[config.mk]
export PLATFORM = sky130hd
export DESIGN_NAME = pwm_deadtime_modulator
export DESIGN_NICKNAME = d
export VERILOG_FILES = /design/src/rtl/pwm_deadtime_modulator_pkg.sv /design/src/rtl/pwm_deadtime_modulator_deadtime_gen.sv /design/src/rtl/pwm_deadtime_modulator.sv
export SDC_FILE = /design/constraint.sdc
export NUM_CORES = 1
export LEC_CHECK = 0
export CAP_MARGIN = 25
export CORE_MARGIN = 8
export CORE_UTILIZATION = 45
export CTS_CLUSTER_DIAMETER = 30
export DETAILED_ROUTE_END_ITERATION = 8
export PLACE_DENSITY = 0.83
export SLEW_MARGIN = 10
export SYNTH_ARGS = -nofsm -noshare
export SYNTH_HDL_FRONTEND = slang
export SYNTH_SLANG_ARGS = --single-unit
[constraint.sdc]
create_clock -name clk -period 2.05 [get_ports clk]
set_input_delay 0.615 -clock clk [delete_from_list [all_inputs] [get_ports clk]]
set_output_delay 0.615 -clock clk [all_outputs]
set_load 0.01 [all_outputs]
[src/rtl/pwm_deadtime_modulator_pkg.sv]
// Shared definitions for the PWM dead-time modulator: gate FSM encoding,
// dead-time counter limits and small helpers used at elaboration and runtime.
package pwm_deadtime_modulator_pkg;

    localparam int DEAD_MIN = 1;
    localparam int DEAD_MAX = 255;
    localparam int DT_CNT_W = 8;

    typedef enum logic [1:0] {
        ST_OFF = 2'd0,
        ST_DT  = 2'd1,
        ST_HI  = 2'd2,
        ST_LO  = 2'd3
    } dt_state_e;

    // Counter reload for a dead time of 'cycles' clocks, held inside the legal range.
    function automatic logic [DT_CNT_W-1:0] dead_reload(input int cycles);
        int c;
        c = (cycles < DEAD_MIN) ? DEAD_MIN : ((cycles > DEAD_MAX) ? DEAD_MAX : cycles);
        return DT_CNT_W'(c - 1);
    endfunction

    // Gate drive pair {hi, lo} for a given FSM state.
    function automatic logic [1:0] gate_drive(input dt_state_e s);
        case (s)
            ST_HI:   return 2'b10;
            ST_LO:   return 2'b01;
            default: return 2'b00;
        endcase
    endfunction

endpackage

[src/rtl/pwm_deadtime_modulator_deadtime_gen.sv]
// Dead-time gate FSM: turns the raw compare bit into complementary gate drives
// separated by a fixed number of (0,0) clocks.
module deadtime_gen
    import pwm_deadtime_modulator_pkg::*;
#(
    parameter logic [DT_CNT_W-1:0] RELOAD = 8'd7
)
(
    input  logic clk,
    input  logic rst_n,
    input  logic raw_q,
    input  logic enable,
    output logic pwm_hi,
    output logic pwm_lo
);

    dt_state_e           state_reg, state_next;
    logic [DT_CNT_W-1:0] cnt_reg, cnt_next;
    logic                pwm_hi_reg, pwm_lo_reg;
    logic [1:0]          drive_next;

    always_ff @(posedge clk or negedge rst_n) begin
        if (!rst_n) begin
            state_reg  <= ST_OFF;
            cnt_reg    <= '0;
            pwm_hi_reg <= 1'b0;
            pwm_lo_reg <= 1'b0;
        end else begin
            state_reg  <= state_next;
            cnt_reg    <= cnt_next;
            pwm_hi_reg <= drive_next[1];
            pwm_lo_reg <= drive_next[0];
        end
    end

    // Drives are decoded from the next state so they register alongside it.
    always_comb begin
        state_next = state_reg;
        cnt_next   = cnt_reg;
        if (!enable) begin
            state_next = ST_OFF;
            cnt_next   = '0;
        end else begin
            case (state_reg)
                ST_OFF: begin
                    state_next = ST_DT;
                    cnt_next   = RELOAD;
                end
                ST_DT: begin
                    if (cnt_reg == '0) begin
                        state_next = raw_q ? ST_HI : ST_LO;
                    end else begin
                        cnt_next = cnt_reg - DT_CNT_W'(1);
                    end
                end
                ST_HI: begin
                    if (!raw_q) begin
                        state_next = ST_DT;
                        cnt_next   = RELOAD;
                    end
                end
                ST_LO: begin
                    if (raw_q) begin
                        state_next = ST_DT;
                        cnt_next   = RELOAD;
                    end
                end
                default: state_next = ST_OFF;
            endcase
        end
        drive_next = gate_drive(state_next);
    end

    assign pwm_hi = pwm_hi_reg;
    assign pwm_lo = pwm_lo_reg;

endmodule

[src/rtl/pwm_deadtime_modulator.sv]
// Carrier-compare PWM with valley-synchronised duty update, command clamping
// and a dead-time gate stage.
module pwm_deadtime_modulator
    import pwm_deadtime_modulator_pkg::*;
#(
    parameter int CNT_MAX     = 2500,
    parameter int DEAD_CYCLES = 8,
    parameter int DATA_W      = 32
)
(
    input  logic                     clk,
    input  logic                     rst_n,
    input  logic signed [DATA_W-1:0] carrier,
    input  logic signed [DATA_W-1:0] duty_cmd,
    input  logic                     duty_valid,
    input  logic                     enable,
    output logic                     pwm_hi,
    output logic                     pwm_lo,
    output logic                     update_ack,
    output logic                     sat
);

    localparam logic signed [DATA_W-1:0] DUTY_MAX  = DATA_W'(CNT_MAX);
    localparam logic signed [DATA_W-1:0] DUTY_MIN  = DATA_W'(-CNT_MAX);
    localparam logic [DT_CNT_W-1:0]      DT_RELOAD = dead_reload(DEAD_CYCLES);

    logic signed [DATA_W-1:0] shadow_reg, active_reg, duty_clamped;
    logic                     pending_reg, ack_reg, sat_reg, raw_q;
    logic                     cmd_over, valley, apply;

    always_comb begin
        duty_clamped = duty_cmd;
        cmd_over     = 1'b0;
        if (duty_cmd > DUTY_MAX) begin
            duty_clamped = DUTY_MAX;
            cmd_over     = 1'b1;
        end else if (duty_cmd < DUTY_MIN) begin
            duty_clamped = DUTY_MIN;
            cmd_over     = 1'b1;
        end
    end

    assign valley = (carrier <= DUTY_MIN);
    assign apply  = valley && pending_reg;

    // A command arriving on a valley edge stays pending; the older shadow is applied.
    always_ff @(posedge clk or negedge rst_n) begin
        if (!rst_n) begin
            shadow_reg  <= '0;
            active_reg  <= '0;
            pending_reg <= 1'b0;
            ack_reg     <= 1'b0;
            sat_reg     <= 1'b0;
            raw_q       <= 1'b0;
        end else begin
            raw_q   <= (carrier < active_reg);
            ack_reg <= apply;
            if (apply) begin
                active_reg <= shadow_reg;
            end
            if (duty_valid) begin
                shadow_reg  <= duty_clamped;
                pending_reg <= 1'b1;
                sat_reg     <= cmd_over;
            end else if (apply) begin
                pending_reg <= 1'b0;
            end
        end
    end

    deadtime_gen #(
        .RELOAD (DT_RELOAD)
    ) u_deadtime_gen (
        .clk    (clk),
        .rst_n  (rst_n),
        .raw_q  (raw_q),
        .enable (enable),
        .pwm_hi (pwm_hi),
        .pwm_lo (pwm_lo)
    );

    assign update_ack = ack_reg;
    assign sat        = sat_reg;

endmodule

==> qor.txt <==
clock sink total: 80
Ys Warns: 0
Mapped Area: 4370 um^2
status: finished with violations
largest cells by area after synthesis: dfrtp_1 (46%), ha_1 (9.4%), mux2i_1 (6.2%)
leak pwr: 0.00313 uW
DRC errors left: 0
dominant cell type by area after synthesis: dfrtp_1
crit end category: flip-flop
most common cell after layout, fill and taps aside: dfrtp_1
largest net degree at the start of global routing: 40
Via density: 5.70
Ports: 72
max layer used: met4
WS Path Type: primary input to flip-flop
# hold bufs at CTS: 0
failing checks: negative setup slack
CTS tree: yes
Slew @ Worst Pin: 0.476 ns
routed length on met1: 5540 um
Unique masters post-synth: 49
final RePlAce weighted congestion: 0.872
layout cells sized above 1: 30.6%
Synth top area share: 45.8%
Worst slew margin: 68.3%
Ant. Diodes: 0
RSZ-0062 raised after global routing: true
Die W: 115 um
Die Height: 115 um
Starting Density: 45.6%
port bufs: 71
worst skew pair latency: 0.36 ns
DR WL met2: 7540 um
post-synthesis sequential area ratio: 45.8%
crit path DAT: 2.53 ns
clk_skew: 0.0121 ns
Area Growth Syn to Fin: 48.2%
WP data required: 2.28 ns
Avg Inst Size Synth: 9.96 um^2
Layout Utilization: 67.5%
clk buf depth: 2
Post-DP HPWL: 8910 um
first drt pass iteration count: 7
Root Buffer: clkbuf_8
Syn Nets: 540
initial antenna violation count: 0
first-pass GRT wire length: 22100 um
asr flop ratio synth: 100%
Final ANT Viol Nets: 0
Core Rows: 36
1st-iter DRT viols: 284
Most used DFF post-synth: dfrtp_1
Max VDD drop: 0.348 mV
total global routing overflow: 0
final hold vios: 0
final-layout fill cell count: 641
Max-Cap Viols: 0
final setup vio count: 43
Post-synth EDFFs: 0
GRT Overall Usage: 21.4%
Final WS setup: -0.250 ns
clock-pin slew on the worst setup and hold paths: 0.09 ns
vias in the first global route: 4446
Final period util: 112%
FMAX: 0.435 GHz
PwrDens: 719 nW/um^2
CORE AREA: 9590 um^2
Post-Syn Instances: 439
synthesized flop and latch total: 80
final net count: 694
worst hold path class: primary input to async pin
WL final: 14400 um
CTS buffer count: 9
post-place setup slack: -0.991 ns
most frequent cells in the layout: dfrtp_1 (80), buf_4 (68), inv_1 (60)
total number of vias: 4167
critical path peak fanout: 6
CP Launch Type: primary input
die area: 13100 um^2
WL/cell: 19.7 um
H-Tree Depth: 3
Final Max Tran Viols: 0
min Tclk post-route: 2.30 ns
Met3 Routed Length: 903 um
routing by layer:
metal,GRT usage (%),vias to the layer above
met2,38.8,197
li1,-,1888
met1,23.1,2037
met3,5.06,45
met4,9.67,0
met5,0,-
layout make-up:
cell class,count,area [um^2],share of cell area [%]
multi-input combinational,279,2360,36.5
sequential,80,2000,30.9
timing repair buffer,158,1490,23.0
inverter,65,244,3.77
tap,133,166,2.57
clock buffer,10,138,2.12
clock inverter,6,73.8,1.14
cells by family after synthesis:
family	count (synthesis)	synth area share, %
AND/OR/NAND/NOR	106	13.5
XOR/XNOR	1	0.200
buffers and inverters	81	7.41
AO/OA/AOI/OAI	104	15.4
adder cells (fa/ha/maj)	33	9.44
flip-flops	80	45.8
multiplexers	34	8.24
report_power, final:
group	switching [uW]	leakage [uW]	internal, uW	total, uW
Sequential	120	0.000991	1780	1900
Clock	642	0.000108	614	1260
Combinational	761	0.00203	739	1500
Total	1520	0.00313	3140	4660
final timing paths:
check / start / to / slack (ns) / cells after the start
setup / recovery: duty_cmd[12] / shadow_reg[13] / -0.25 / 8
hold / removal: rst_n / active_reg[14] / 0.21 / 1
setup reg to reg: active_reg[13] / raw_q / 0.02 / 8
hold reg to reg: raw_q / u_deadtime_gen.pwm_lo / 0.49 / 1
max in group asynchronous: rst_n / active_reg[22] / 1.26 / 2
min in group clk: raw_q / u_deadtime_gen.pwm_lo / 0.49 / 1
worst max-delay path: stages:
cell and delay (ns):
buf_6 0.07, nand4_1 0.10, or3_1 0.39, or4_4 0.52
ha_4 0.30, buf_2 0.17, o211ai_1 0.26, o21ai_1 0.12
synthesized netlist by cell type, drive strengths merged (2+ instances only):
master,instances
a211oi,3
a21o,4
a21oi,11
a31oi,9
and2,2
and3,2
and4,2
buf,6
clkbuf,10
dfrtp,80
ha,33
inv,65
mux2,7
mux2i,27
nand2,13
nand2b,7
nand3,10
nand4,20
nor2,24
nor2b,3
nor3,7
nor4,5
nor4b,2
o211ai,25
o21a,2
o21ai,36
o21bai,2
o22ai,2
o31ai,4
or3,2
or4,3
or4b,2
stage by stage:
step,setup TNS (ns),total power (uW),hold WS [ns],instance area (um^2),std cells
2_1_floorplan,-11.31,2540,0.319,4440,439
3_5_place_dp,-49.93,3090,0.483,5730,693
5_1_grt,-5.59,4880,0.235,6480,731
4_1_cts,-4.03,4430,0.219,6280,723
3_3_place_gp,-46.65,2980,0.464,5730,693
6_report,-3.87,4660,0.206,6480,731
repair_timing:
action                                  in CTS  in global routing
pin swaps                                   45                 33
gates resized for setup                    136                 65
buffers inserted                             8                  7
cloned                                       6                  2
endpoints found under the setup margin      67                 72
(Power assumes the default switching activity.)
